File: config.mk
export PLATFORM = sky130hd
export DESIGN_NAME = adc_capture_seq
export DESIGN_NICKNAME = d
export VERILOG_FILES = /design/src/rtl/adc_capture_seq.sv
export SDC_FILE = /design/constraint.sdc
export NUM_CORES = 1
export LEC_CHECK = 0
export BUFFER_PORTS_ARGS = -buffer_cell sky130_fd_sc_hd__buf_4
export CORE_ASPECT_RATIO = 1.2
export CORE_MARGIN = 8
export CORE_UTILIZATION = 53
export DETAILED_ROUTE_END_ITERATION = 7
export GPL_TIMING_DRIVEN = 0
export PLACE_DENSITY = 0.85
export SYNTH_ARGS = -nofsm -noshare
export SYNTH_HDL_FRONTEND = slang
export SYNTH_SLANG_ARGS = --single-unit
File: constraint.sdc
create_clock -name aclk -period 6.95 [get_ports aclk]
set_input_delay 0.695 -clock aclk [delete_from_list [all_inputs] [get_ports aclk]]
set_output_delay 0.695 -clock aclk [all_outputs]
set_load 0.005 [all_outputs]
File: src/rtl/adc_capture_seq.sv
// ADC capture sequencer: optional SYSREF alignment, programmable holdoff, then writes
// a fixed number of AXI4-Stream beats into a capture buffer and hands off via trig/ack.
module adc_capture_seq #(
    parameter int DATA_WIDTH  = 128,
    parameter int ADDR_WIDTH  = 10,
    parameter int DELAY_WIDTH = 16
) (
    input  logic                    aclk,
    input  logic                    aresetn,
    input  logic                    arm_i,
    input  logic                    abort_i,
    input  logic                    sync_mode_i,
    input  logic                    sysref_i,
    input  logic [DELAY_WIDTH-1:0]  delay_i,
    input  logic [ADDR_WIDTH-1:0]   len_i,
    input  logic [DATA_WIDTH-1:0]   s_axis_tdata,
    input  logic                    s_axis_tvalid,
    output logic                    buf_we_o,
    output logic [ADDR_WIDTH-1:0]   buf_addr_o,
    output logic [DATA_WIDTH-1:0]   buf_data_o,
    output logic                    trig_o,
    input  logic                    trig_ack_i,
    output logic                    busy_o,
    output logic                    done_o,
    output logic [ADDR_WIDTH:0]     count_o
);

    typedef enum logic [2:0] {
        S_IDLE,
        S_WAIT_SYNC,
        S_DELAY,
        S_CAPTURE,
        S_TRIG,
        S_DONE
    } state_t;

    state_t                 state;
    state_t                 state_nx;
    logic [DELAY_WIDTH-1:0] dly_cnt;
    logic [ADDR_WIDTH-1:0]  wr_addr;
    logic [ADDR_WIDTH:0]    beat_cnt;
    logic [ADDR_WIDTH:0]    beat_tgt;
    logic [ADDR_WIDTH:0]    beat_nx;
    logic                   sysref_prev;
    logic                   sysref_rise;
    logic                   wr_en;
    logic                   last_beat;

    assign sysref_rise = sysref_i & ~sysref_prev;
    assign wr_en       = (state == S_CAPTURE) & s_axis_tvalid & ~abort_i;
    assign beat_nx     = beat_cnt + 1'b1;
    assign last_beat   = wr_en & (beat_nx == beat_tgt);

    always_comb begin
        state_nx = state;
        if (abort_i && (state != S_IDLE)) begin
            state_nx = S_IDLE;
        end else begin
            case (state)
                S_IDLE:      if (arm_i) state_nx = sync_mode_i ? S_WAIT_SYNC : S_DELAY;
                S_WAIT_SYNC: if (sysref_rise) state_nx = S_DELAY;
                // a delay of 0 or 1 both leave after a single cycle
                S_DELAY:     if (dly_cnt <= DELAY_WIDTH'(1)) state_nx = S_CAPTURE;
                S_CAPTURE:   if (last_beat) state_nx = S_TRIG;
                S_TRIG:      if (trig_ack_i) state_nx = S_DONE;
                S_DONE:      state_nx = S_IDLE;
                default:     state_nx = S_IDLE;
            endcase
        end
    end

    always_ff @(posedge aclk or negedge aresetn) begin
        if (!aresetn) begin
            state       <= S_IDLE;
            sysref_prev <= 1'b0;
            dly_cnt     <= '0;
            wr_addr     <= '0;
            beat_cnt    <= '0;
            beat_tgt    <= '0;
            busy_o      <= 1'b0;
            trig_o      <= 1'b0;
            done_o      <= 1'b0;
            buf_we_o    <= 1'b0;
            buf_addr_o  <= '0;
            buf_data_o  <= '0;
            count_o     <= '0;
        end else begin
            state       <= state_nx;
            sysref_prev <= sysref_i;
            // status outputs registered from the next state, so no decode glitches
            busy_o      <= (state_nx != S_IDLE);
            trig_o      <= (state_nx == S_TRIG);
            done_o      <= (state_nx == S_DONE);
            buf_we_o    <= wr_en;
            if (wr_en) begin
                buf_addr_o <= wr_addr;
                buf_data_o <= s_axis_tdata;
                wr_addr    <= wr_addr + 1'b1;
                beat_cnt   <= beat_nx;
            end
            if (last_beat) begin
                count_o <= beat_nx;
            end
            if ((state == S_IDLE) && arm_i) begin
                dly_cnt  <= delay_i;
                beat_tgt <= {(len_i == '0), len_i};
                wr_addr  <= '0;
                beat_cnt <= '0;
            end
            if (state == S_DELAY) begin
                dly_cnt <= dly_cnt - 1'b1;
            end
        end
    end

endmodule

Word level (Yosys, flattened, before mapping)
Index checks and enable logic that the tools add are counted.
{ "totals": {"ff_bits": 205, "mem_bits_rw": 0, "out_inout_bits": 153, "elab_cells": 52, "mem_bits_ro": 0, "inputBits": 162, "memories": 0, "latchBits": 0} }
{ "classes": {"n_reduce_logical": 8, "div_mod_pow": 0, "n_lt_le_gt_ge": 1, "muxes": 14, "bitwise": 6, "eq_ne": 7, "shift": 0, "mul": 0, "add_sub_neg": 3} }
{ "ops": {"columns": ["op", "count"], "rows": [
  ["16-bit 2-to-1 mux", 2],
  ["11-bit 2-to-1 mux", 2],
  ["10-bit 2-to-1 mux", 2],
  ["3-bit 2-to-1 mux", 6],
  ["16-bit by 1-bit <= comparator with 1-bit output (second input constant)", 1],
  ["16-bit by 1-bit subtractor with 16-bit output (second input constant)", 1],
  ["3-bit case mux with 5 select lines", 1],
  ["11-bit by 1-bit adder with 11-bit output (second input constant)", 1],
  ["11-bit equality test", 1],
  ["10-bit by 1-bit adder with 10-bit output (second input constant)", 1],
  ["10-bit logical NOT", 1],
  ["3-bit equality test (second input constant)", 3],
  ["3-bit by 2-bit equality test with 1-bit output (second input constant)", 2],
  ["3-bit nonzero test", 2],
  ["1-bit bitwise AND", 4],
  ["2-bit nonzero test", 2],
  ["3-bit by 1-bit equality test with 1-bit output (second input constant)", 1],
  ["3-bit logical NOT", 1],
  ["1-bit logical AND", 2],
  ["2-bit 2-to-1 mux", 1],
  ["1-bit inverter", 2]
]} }

Longest topological paths before layout
{ "logic_depth": {"depth_word": 8, "ltp_mapped": 9, "depth_no_buf": 8} }

Least setup slack after synthesis
No wires, ideal clock.
{ "synth_path": {"kind": "reg-to-reg", "from": "reg beat_cnt[0]", "to": "reg count_o[1]", "stages_incl_launch_ff": 10, "path_buffers": 2, "arrival_time_ps": 2326, "path_slack_ps": 4499, "synth_period_minus_slack_ps": 2451, "required_time_ps": 6825, "setup_time_ps": 125, "path_cell_list": "dfrtp_1 ha_1 nand2_1 or3_1 buf_6 xnor2_2 nand2_1 or4_4 buf_6 mux2_4"} }
{ "synth_via": {"elab_chain_len": 3} }
{ "synth_lines": {"columns": ["element", "line_no", "source"], "rows": [
  ["from (decl)", "41", "logic [ADDR_WIDTH:0] beat_cnt;"],
  ["from (signal assigned)", "99", "beat_cnt <= beat_nx;"],
  ["11-bit by 1-bit adder with 11-bit output (*)", "51", "assign beat_nx = beat_cnt + 1'b1;"],
  ["11-bit equality test", "52", "assign last_beat = wr_en & (beat_nx == beat_tgt);"],
  ["1-bit bitwise AND", "52", null],
  ["to (signal assigned)", "102", "count_o <= beat_nx;"],
  ["to (decl)", "25", "output logic [ADDR_WIDTH:0] count_o"]
]} }
Mark *: on every way between the ends. The rest lies on a longest branch, timed or not.
A chain may end at the register's enable or synchronous reset.

Worst setup path after layout
{ "layout_path": {"from": "reg beat_cnt[0]", "to": "reg count_o[4]"} }
Same word-level chain as after synthesis.

==> results.yml <==
placed_design:
  place_ws_ps: 3771
  place_congestion: 0.9315
  dp_hpwl_mm: 21.58
  dp.cells: 1475
  numPortBuffers: 314
grt:
  grt_max_degree: 114
  antenna_found_initial: 6
  grt_overflow: 0
  grt_pass1_vias: 8081
  grt_use_total_pct: 27.13
  grt_first_pass_wirelength_mm: 44.46
route:
  drt_iter0_drc: 523
  wire_per_inst_um: 19.04
  drcViolationCount: 0
  drt_pass1_iterations: 5
  route.vias.total: 8018
  wl_mm: 28.72
  vias_per_cell: 5.317
  ant_nets: 0
clock_tree:
  clk_pin_slew_worst_paths_ps: 60
  insertion_delay_ps: 480
  cts_buffers: 21
  numClockSinks: 205
  root_buffer: "clkbuf_16"
  postCtsHoldBufs: 0
  cts.path.max_buffers: 3
  cts_tree: "yes"
  htree_levels: 1
  cts_post_setup_buffers_inserted: 0
  cts_resized: 0
power:
  total_power_w: 0.004206
  p_per_area_nw_per_um2: 355.2
  p_leak_nw: 6.426
  peakVddDrop_v: 0.0002351
finish:
  final_cell_count_no_fill: 1508
  layout-drive-gt1-share_pct: 27.67
  fin_nets: 1452
  areaGrowthSynthToFinish_pct: 37.60
floorplanning:
  ioPinCount: 315
  die_x_um: 132.3
  die_h_um: 155.6
  core_area_um2: 16080
  rows: 51
  die_area_um2: 20590
  start_util_pct: 53.52
synthesis:
  yosys_warnings: 0
  synth.avg_cell_area_um2: 9.078
  synthArstFlopShare_pct: 100.0
  synth_seq_cells: 205
  syn_inst: 948
  syn_area_um2: 8606
  ys_types: 54
  syn-num-nets: 1114
  synth_edf_count: 0
  yosys_most_used_dff: "dfrtp_1"
  yosysSeqAreaShare_pct: 59.61
setup_path:
  path_delay_family: "simple AND/OR/NAND/NOR gates"
  worstPathArrival_ps: 3320
  critical_path_buf_inv_count: 1
  crit_chain: "ha_1 > nand2_1 > nor3_1 > xnor3_1 > nand3_1 > nor4_1 > buf_2 > mux2_2"
  required_ps: 7310
  slowest_stage: "nor4_1"
  startpoint_type: "flip-flop"
  worstSetupPathDepth: 8
  slowest_delay_ps: 470
  endpoint_kind: "flip-flop"
  reg2regPathDepth: 8
  crit_type: "flip-flop to flip-flop"
  critPathMaxFanout: 10
timing:
  fin_ws_ps: 3996
  rsz0062_at_grt: "no"
  finalHoldViolCount: 0
  skew_ps: 7.342
  relSlewSlack_pct: 50.82
  fmax_mhz: 338.5
  setup_tns_ps: 0
  report.final.slew_viol_count: 0
  setup_viol: 0
  tightest_slew_ps: 737.8
  hold_ws_ps: 199.1
  period_needed_ps: 2954
  fin_crit_sh_pct: 42.51
flow_run:
  drv_cap: 0
hold_path:
  hp-class: "primary input to async pin"
run_status:
  outcome: "completed"
## final cells by class
| class | count | area (um2) |
|---|---|---|
| Buffer | 46 | 188.9 |
| Timing Repair Buffer | 315 | 2392 |
| Fill cell | 1164 | 4239 |
| Antenna cell | 2 | 5.005 |
| Multi-Input combinational cell | 691 | 3264 |
| Inverter | 6 | 22.52 |
| Tap cell | 212 | 265.3 |
| Sequential cell | 205 | 5130 |
| Clock buffer | 31 | 573.1 |
## sequential cells by signal (all words and copies together) (netlist names)
signal       flops
buf_data_o     128
dly_cnt         16
beat_cnt        11
beat_tgt        11
count_o         11
buf_addr_o      10
wr_addr         10
state            3
buf_we_o         1
busy_o           1
done_o           1
sysref_prev      1
trig_o           1
## placed cells by master, fill, tap and decap left out, types with 7 or more instances in the layout
master / count
a21oi_1: 12
or3_1: 8
nand2_1: 485
dfrtp_1: 205
clkbuf_16: 21
buf_4: 313
clkbuf_1: 43
xor2_1: 12
mux2_2: 9
buf_1: 9
nor3_1: 7
nand3_1: 17
xnor2_1: 14
o21ai_0: 24
nor4_1: 7
nor2_1: 27
## routing by layer
metal | share of wire (%) | global-route usage [%]
met5 | 0.19 | 0
met4 | 4.2 | 10.35
met3 | 8.3 | 7.732
met2 | 50 | 47.43
met1 | 37 | 30.93
## metrics by stage
stage	instance area [um2]	utilization (%)
after detailed placement	11260	70.04
final	11840	73.64
after CTS	11840	73.61
after global placement	11230	69.83
after floorplan	8606	-
after global routing	11840	73.64
## synth_stat cells, drive strengths merged (3+ instances only)
| cell | n | area share (%) |
|---|---|---|
| a211oi | 3 | 0.26 |
| or4 | 3 | 0.31 |
| buf | 12 | 0.71 |
| clkbuf | 34 | 1.5 |
| xor2 | 12 | 1.2 |
| nand3b | 3 | 0.26 |
| nand3 | 17 | 0.99 |
| o22ai | 3 | 0.22 |
| nand4 | 5 | 0.36 |
| o31ai | 6 | 0.52 |
| nor4 | 7 | 0.51 |
| and3 | 3 | 0.22 |
| o311ai | 3 | 0.31 |
| o211ai | 6 | 0.52 |
| mux2 | 10 | 1.4 |
| ha | 4 | 0.58 |
| dfrtp | 205 | 60 |
| a21oi | 12 | 0.70 |
| xnor2 | 15 | 1.6 |
| xnor3 | 3 | 0.79 |
| or3 | 8 | 0.58 |
| inv | 6 | 0.26 |
| o21ai | 24 | 1.4 |
| nand2 | 485 | 21 |
| nor2 | 27 | 1.2 |
| nor3 | 7 | 0.41 |
## path summary, 6_finish.rpt
check	start	end	slack, ps
max	beat_cnt[0]	count_o[4]	4000
min	aresetn	buf_data_o[124]	200
max reg2reg	beat_cnt[0]	count_o[4]	4000
min reg2reg	buf_data_o[64]	buf_data_o[64]	470
max in group asynchronous	aresetn	buf_data_o[91]	5760
min in group aclk	sysref_i	sysref_prev	330
## cell families (layout without fill, tap and decap cells)
group | after synthesis | after routing | synth area share, %
mux | 11 | 11 | 1.468
xor+xnor | 30 | 30 | 3.620
simple gates | 577 | 577 | 27.14
compound gates | 68 | 68 | 5.002
flops | 205 | 205 | 59.61
other cells | 0 | 2 | 0
buf+inv | 52 | 398 | 2.457
fa+ha+maj | 5 | 5 | 0.6979
## report_power, final
part,internal (W),switching [W],total [W]
Combinational,0.000684,0.000724,0.00141
Sequential,0.00157,0.000241,0.00181
Clock,0.000563,0.000426,0.000988
Total,0.00281,0.00139,0.00421
Power figures use the tool's default switching activity.
